[src/rtl/clk_gen_pkg.sv]
// clk_gen_pkg: shared constants, state encoding and divisor helpers for clk_gen.
//   MIN_DIV    - smallest divisor the generator accepts
//   CNT_W_DEF  - default width of the divisor and counter
//   state_t    - idle / running
//   clamp_div  - raises any divisor below MIN_DIV to MIN_DIV
//   high_len   - number of high cycles in a period of N, ceil(N/2)
package clk_gen_pkg;

    localparam int unsigned MIN_DIV   = 2;
    localparam int unsigned CNT_W_DEF = 16;

    typedef enum logic {
        ST_IDLE = 1'b0,
        ST_RUN  = 1'b1
    } state_t;

    function automatic logic [31:0] clamp_div(input logic [31:0] n);
        return (n < MIN_DIV) ? MIN_DIV : n;
    endfunction

    // (N >> 1) + N[0] avoids the carry out of N + 1.
    function automatic logic [31:0] high_len(input logic [31:0] n);
        return (n >> 1) + {31'd0, n[0]};
    endfunction

endpackage

[src/rtl/clk_gen.sv]
// clk_gen: programmable integer clock divider and clock-enable generator.
// Produces a registered divided clock (high for ceil(N/2) of every N cycles)
// and a one-cycle tick on each of its rising edges. Divisor changes and
// start/stop only take effect at period boundaries.
// Ports:
//   clk      in   system clock, rising edge
//   rst_n    in   asynchronous active-low reset
//   en       in   run request (level)
//   div      in   requested divisor N, CNT_W bits
//   div_load in   capture div into the pending divisor on this edge
//   clk_out  out  divided clock, registered
//   tick     out  one-cycle pulse with each rising edge of clk_out
//   active   out  high while periods are being produced
module clk_gen
    import clk_gen_pkg::*;
#(
    parameter int unsigned CNT_W       = CNT_W_DEF,
    parameter int unsigned DEFAULT_DIV = 2
) (
    input  logic             clk,
    input  logic             rst_n,
    input  logic             en,
    input  logic [CNT_W-1:0] div,
    input  logic             div_load,
    output logic             clk_out,
    output logic             tick,
    output logic             active
);

    state_t           r_state;
    logic [CNT_W-1:0] r_cnt;
    logic [CNT_W-1:0] r_n_cur;
    logic [CNT_W-1:0] r_n_pend;
    logic             r_clk_out;
    logic             r_tick;

    state_t           w_state_nxt;
    logic [CNT_W-1:0] w_cnt_nxt;
    logic [CNT_W-1:0] w_cnt_inc;
    logic [CNT_W-1:0] w_n_cur_nxt;
    logic [CNT_W-1:0] w_n_pend_nxt;
    logic [CNT_W-1:0] w_h_cur;
    logic             w_clk_nxt;
    logic             w_tick_nxt;
    logic             w_at_end;

    assign w_h_cur   = CNT_W'(high_len(32'(r_n_cur)));
    assign w_cnt_inc = r_cnt + CNT_W'(1);
    assign w_at_end  = (r_cnt == r_n_cur - CNT_W'(1));

    always_comb begin
        w_state_nxt  = r_state;
        w_cnt_nxt    = r_cnt;
        w_n_cur_nxt  = r_n_cur;
        w_clk_nxt    = 1'b0;
        w_tick_nxt   = 1'b0;
        // A load on a period-end edge lands in n_pend after n_cur has
        // already taken the old pending value, so it applies a period later.
        w_n_pend_nxt = div_load ? CNT_W'(clamp_div(32'(div))) : r_n_pend;

        unique case (r_state)
            ST_IDLE: begin
                if (en) begin
                    w_state_nxt = ST_RUN;
                    w_cnt_nxt   = '0;
                    w_n_cur_nxt = r_n_pend;
                    w_clk_nxt   = 1'b1;
                    w_tick_nxt  = 1'b1;
                end
            end
            ST_RUN: begin
                if (!w_at_end) begin
                    w_cnt_nxt = w_cnt_inc;
                    w_clk_nxt = (w_cnt_inc < w_h_cur);
                end else if (en) begin
                    w_cnt_nxt   = '0;
                    w_n_cur_nxt = r_n_pend;
                    w_clk_nxt   = 1'b1;
                    w_tick_nxt  = 1'b1;
                end else begin
                    w_state_nxt = ST_IDLE;
                    w_cnt_nxt   = '0;
                end
            end
            default: w_state_nxt = ST_IDLE;
        endcase
    end

    always_ff @(posedge clk or negedge rst_n) begin
        if (!rst_n) begin
            r_state   <= ST_IDLE;
            r_cnt     <= '0;
            r_n_cur   <= CNT_W'(DEFAULT_DIV);
            r_n_pend  <= CNT_W'(DEFAULT_DIV);
            r_clk_out <= 1'b0;
            r_tick    <= 1'b0;
        end else begin
            r_state   <= w_state_nxt;
            r_cnt     <= w_cnt_nxt;
            r_n_cur   <= w_n_cur_nxt;
            r_n_pend  <= w_n_pend_nxt;
            r_clk_out <= w_clk_nxt;
            r_tick    <= w_tick_nxt;
        end
    end

    assign clk_out = r_clk_out;
    assign tick    = r_tick;
    assign active  = (r_state == ST_RUN);

endmodule

[config.mk]
export PLATFORM = sky130hd
export DESIGN_NAME = clk_gen
export DESIGN_NICKNAME = d
export VERILOG_FILES = /design/src/rtl/clk_gen_pkg.sv /design/src/rtl/clk_gen.sv
export SDC_FILE = /design/constraint.sdc
export NUM_CORES = 1
export LEC_CHECK = 0
export ABC_CLOCK_PERIOD_IN_PS = 7900
export BUFFER_PORTS_ARGS = -buffer_cell sky130_fd_sc_hd__buf_4
export CAP_MARGIN = 20
export CORE_AREA = 2 2 87 89
export CTS_BUF_LIST = sky130_fd_sc_hd__clkbuf_8
export DETAILED_ROUTE_END_ITERATION = 8
export DIE_AREA = 0 0 89 91
export PLACE_DENSITY = 0.64
export RECOVER_POWER = 50
export SETUP_SLACK_MARGIN = 0.02
export SLEW_MARGIN = 20
export SYNTH_ARGS = -nofsm -noshare
export SYNTH_HDL_FRONTEND = slang
export SYNTH_SLANG_ARGS = --single-unit
[constraint.sdc]
create_clock -name clk -period 7.9 [get_ports clk]
set_clock_uncertainty 0.05 [all_clocks]
set_input_delay 1.58 -clock clk [delete_from_list [all_inputs] [get_ports clk]]
set_output_delay 1.58 -clock clk [all_outputs]
set_load 0.05 [all_outputs]
==> results by group <==
Run status
  • Outcome: finished with violations
  • Violated checks: max-capacitance violations, max-slew violations

Logic synthesis
  • #FFs+latches synth: 51
  • Synth top area cells: dfrtp_1 (36%), mux2_2 (7.2%), ha_1 (6.9%)
  • Synthesized area: 3450 µm²
  • Asr flop ratio synth: 100%
  • Register area share after synthesis: 37.1%
  • Yosys cell types: 50
  • Top_reg_cell synth: dfrtp_1
  • Number of synthesized flops with an enable pin: 0
  • Syn nets: 386
  • Syn. warnings: 0
  • Mean Syn Cell Area: 9.94 µm²
  • Cells after Synth: 347
  • Post-synth top area share: 35.5%
  • Area leader, netlist: dfrtp_1

Global routing
  • Largest net degree at the start of global routing: 52
  • Global route total overflow: 0
  • Global Route Usage Sum: 19.6%
  • Grt met2 use: 28.2%
  • First-pass GRT wire length: 12500 µm
  • GRT busiest layer: met1
  • Via count of the first global-routing pass: 2481
  • Met3 Use GR: 3.18%
  • Initial antenna violation count: 0
  • Met1 global-route usage: 29.8%

Clock tree
  • Post CTS Setup Buffer Count: 0
  • TritonCTS clock tree: built
  • Cts hold-fix bufs: 0
  • Clock slew at reported path FFs: 110 ps
  • Worst skew pair latency: 320 ps
  • Clock buffer count from CTS: 5
  • Max clock buf depth: 2
  • Clk sinks: 51
  • Post-CTS Resized: 0
  • H-tree depth: 2
  • Clock tree root buffer cell: clkbuf_8

Timing
  • Hold Fails Final Rpt: 0
  • Worst Hold Slack: 463 ps
  • Final setup violation count: 0
  • F_max: 274 MHz
  • Final slew viol count: 52
  • Worst-Margin Slew: 2660 ps
  • Fin crit period: 3650 ps
  • Unrepaired setup endpoints after global routing: false
  • Relative slew slack: -77.5%
  • Setup TNS: 0 ps
  • Final worst path period share: 46.1%

Pwr
  • VDD IR max: 0.0970 mV
  • Leak: 1.67 nW
  • Pwr per Cell Area: 123 nW/µm²

Critical path
  • Worst r2r dst: r_n_cur[14]$_DFFE_PN0P_
  • Arrival time worst endpoint: 3460 ps
  • Crit path kind: primary input to async pin
  • CP startpoint kind: primary input
  • Critical-path cell list: clkbuf_1
  • CP max FO: 51
  • CP top delay family: buffers and inverters
  • CP max-delay cell: clkbuf_1
  • Worst r2r path cells: 9
  • Req. time, crit path: 7720 ps
  • Crit. End Element: async pin
  • Worst r2r src: r_n_cur[0]$_DFFE_PN0P_
  • Crit path buffers/inverters: 1
  • Crit-path max cell delay: 1860 ps
  • Flop-to-flop setup slack: 4390 ps

Detailed routing
  • Antenna Nets Post-Route: 0
  • Routed wire length: 7410 µm
  • First-pass DRT Iterations: 4
  • Wirelength per Cell: 16.4 µm
  • Vias: 2598
  • # DRC: 0
  • Drt initial violations: 124
  • Avg Vias per Cell: 5.75

Min path
  • Hold EP: r_n_cur[10]$_DFFE_PN0P_
  • Hold Crit Depth: 1
  • Hold_sp: r_n_pend[10]$_DFFE_PN0P_
  • Hold Crit Class: flop to flop

Die
  • I/O Pins: 23
  • Row Count: 31
  • Starting Density: 48.3%
  • Overall die width: 89 µm
  • Core area: 7140 µm²
  • Chip Height: 91 µm
  • Full die area: 8100 µm²

Finish
  • Nets: 391
  • Area Overhead vs Synth: 7.58%
  • Antenna diodes: 0
  • Layout cells sized above 1: 19.0%

Place
  • Port Buffers: 22
  • GPL Wtd Cong: 0.862
  • Post-DP HPWL: 5540 µm

Flow run
  • MaxCap Viol Count: 1
## routing by layer
metal	vias to the layer above	wire (µm)
li1	1262	-
met2	62	3380
met3	12	349
met1	1262	3550
met4	0	133
met5	-	0
## cell families after synthesis
logic type                 after synthesis  synth area share [%]
buffers and inverters                   32                  4.17
AOI/OAI and AO/OA                       54                  11.9
and+or+nand+nor                        116                  18.0
muxes                                   30                  10.5
adders and majority gates               19                  6.89
DFF                                     51                  37.1
xor gates and xnor gates                45                  11.4
## power breakdown
group / leakage, nW / switching [mW] / internal (mW)
clock: 0.0485 / 0.0964 / 0.0638
combinational: 0.977 / 0.0112 / 0.0130
sequential: 0.646 / 0.00436 / 0.269
## through the flow
step                      util [%]  power (mW)  setup slack (ps)  instance area, µm²  instances
after floorplan                  -       0.288              4990                3450        347
after global placement        50.8       0.303              4530                3620        444
after detailed placement      50.8       0.305              4400                3620        444
after CTS                     52.1       0.463              4390                3720        452
after global routing          52.0       0.476              3600                3710        452
final                         52.0       0.458              4250                3710        452
## cell type report
| type | instances | area [µm²] |
|---|---|---|
| Fill cell | 668 | 3430 |
| Multi-Input combinational cell | 264 | 2030 |
| Sequential cell | 51 | 1280 |
| Timing Repair Buffer | 22 | 158 |
| Tap cell | 99 | 124 |
| Clock buffer | 5 | 68.8 |
| Inverter | 8 | 30.0 |
| Clock inverter | 3 | 22.5 |
## cells in the mapped netlist, types with 2 or more instances
library cell and number:
or3_1 3, nor3_1 7, a32o_1 9, o211ai_1 3, nand3_1 18, nand2_1 23
dfstp_2 2, nor2b_1 2, a211oi_1 2, nor4b_1 3, nor2_1 24, nand4_1 7
and4b_1 2, xor2_1 18, a211o_1 3, xnor2_1 27, clkbuf_1 16, dfrtp_1 49
a2111oi_0 2, a21o_1 9, inv_1 8, ha_1 19, nor3b_1 2, mux2_2 22
nor4_1 7, o31ai_1 2, buf_2 4, and3_1 6, buf_6 2, or2_2 2
mux2_4 7, nor4_2 2, nand2b_1 4, o21ai_0 7, a21oi_1 9
## sequential cells by signal, indices dropped and copies added (netlist names)
signal    flops
r_cnt        16
r_n_cur      16
r_n_pend     16
active        1
clk_out       1
tick          1
## layout by cell type, fill, tap and decap left out, types with 8 or more instances in the layout
master and instances:
nand2_1 23, a32o_1 9, a21oi_1 9, dfrtp_1 49, xor2_1 18, mux2_2 22, xnor2_1 27, buf_4 20
inv_1 8, ha_1 19, a21o_1 9, nor2_1 23, nand3_1 18
## worst max path at each step
stage               cells past startpoint              startpoint                       end
finish                                  1                   rst_n  r_n_pend[10]$_DFFE_PN0P_
global route                            1                   rst_n      r_cnt[7]$_DFFE_PN0P_
CTS                                     9  r_n_cur[0]$_DFFE_PN0P_   r_n_cur[14]$_DFFE_PN0P_
detailed placement                      9  r_n_cur[0]$_DFFE_PN0P_   r_n_cur[14]$_DFFE_PN0P_
global placement                        9  r_n_cur[0]$_DFFE_PN0P_    r_n_cur[8]$_DFFE_PN0P_
floorplan                              10  r_n_cur[0]$_DFFE_PN0P_   r_n_cur[10]$_DFFE_PN0P_
Note: power is estimated with default switching activity, not from simulation.
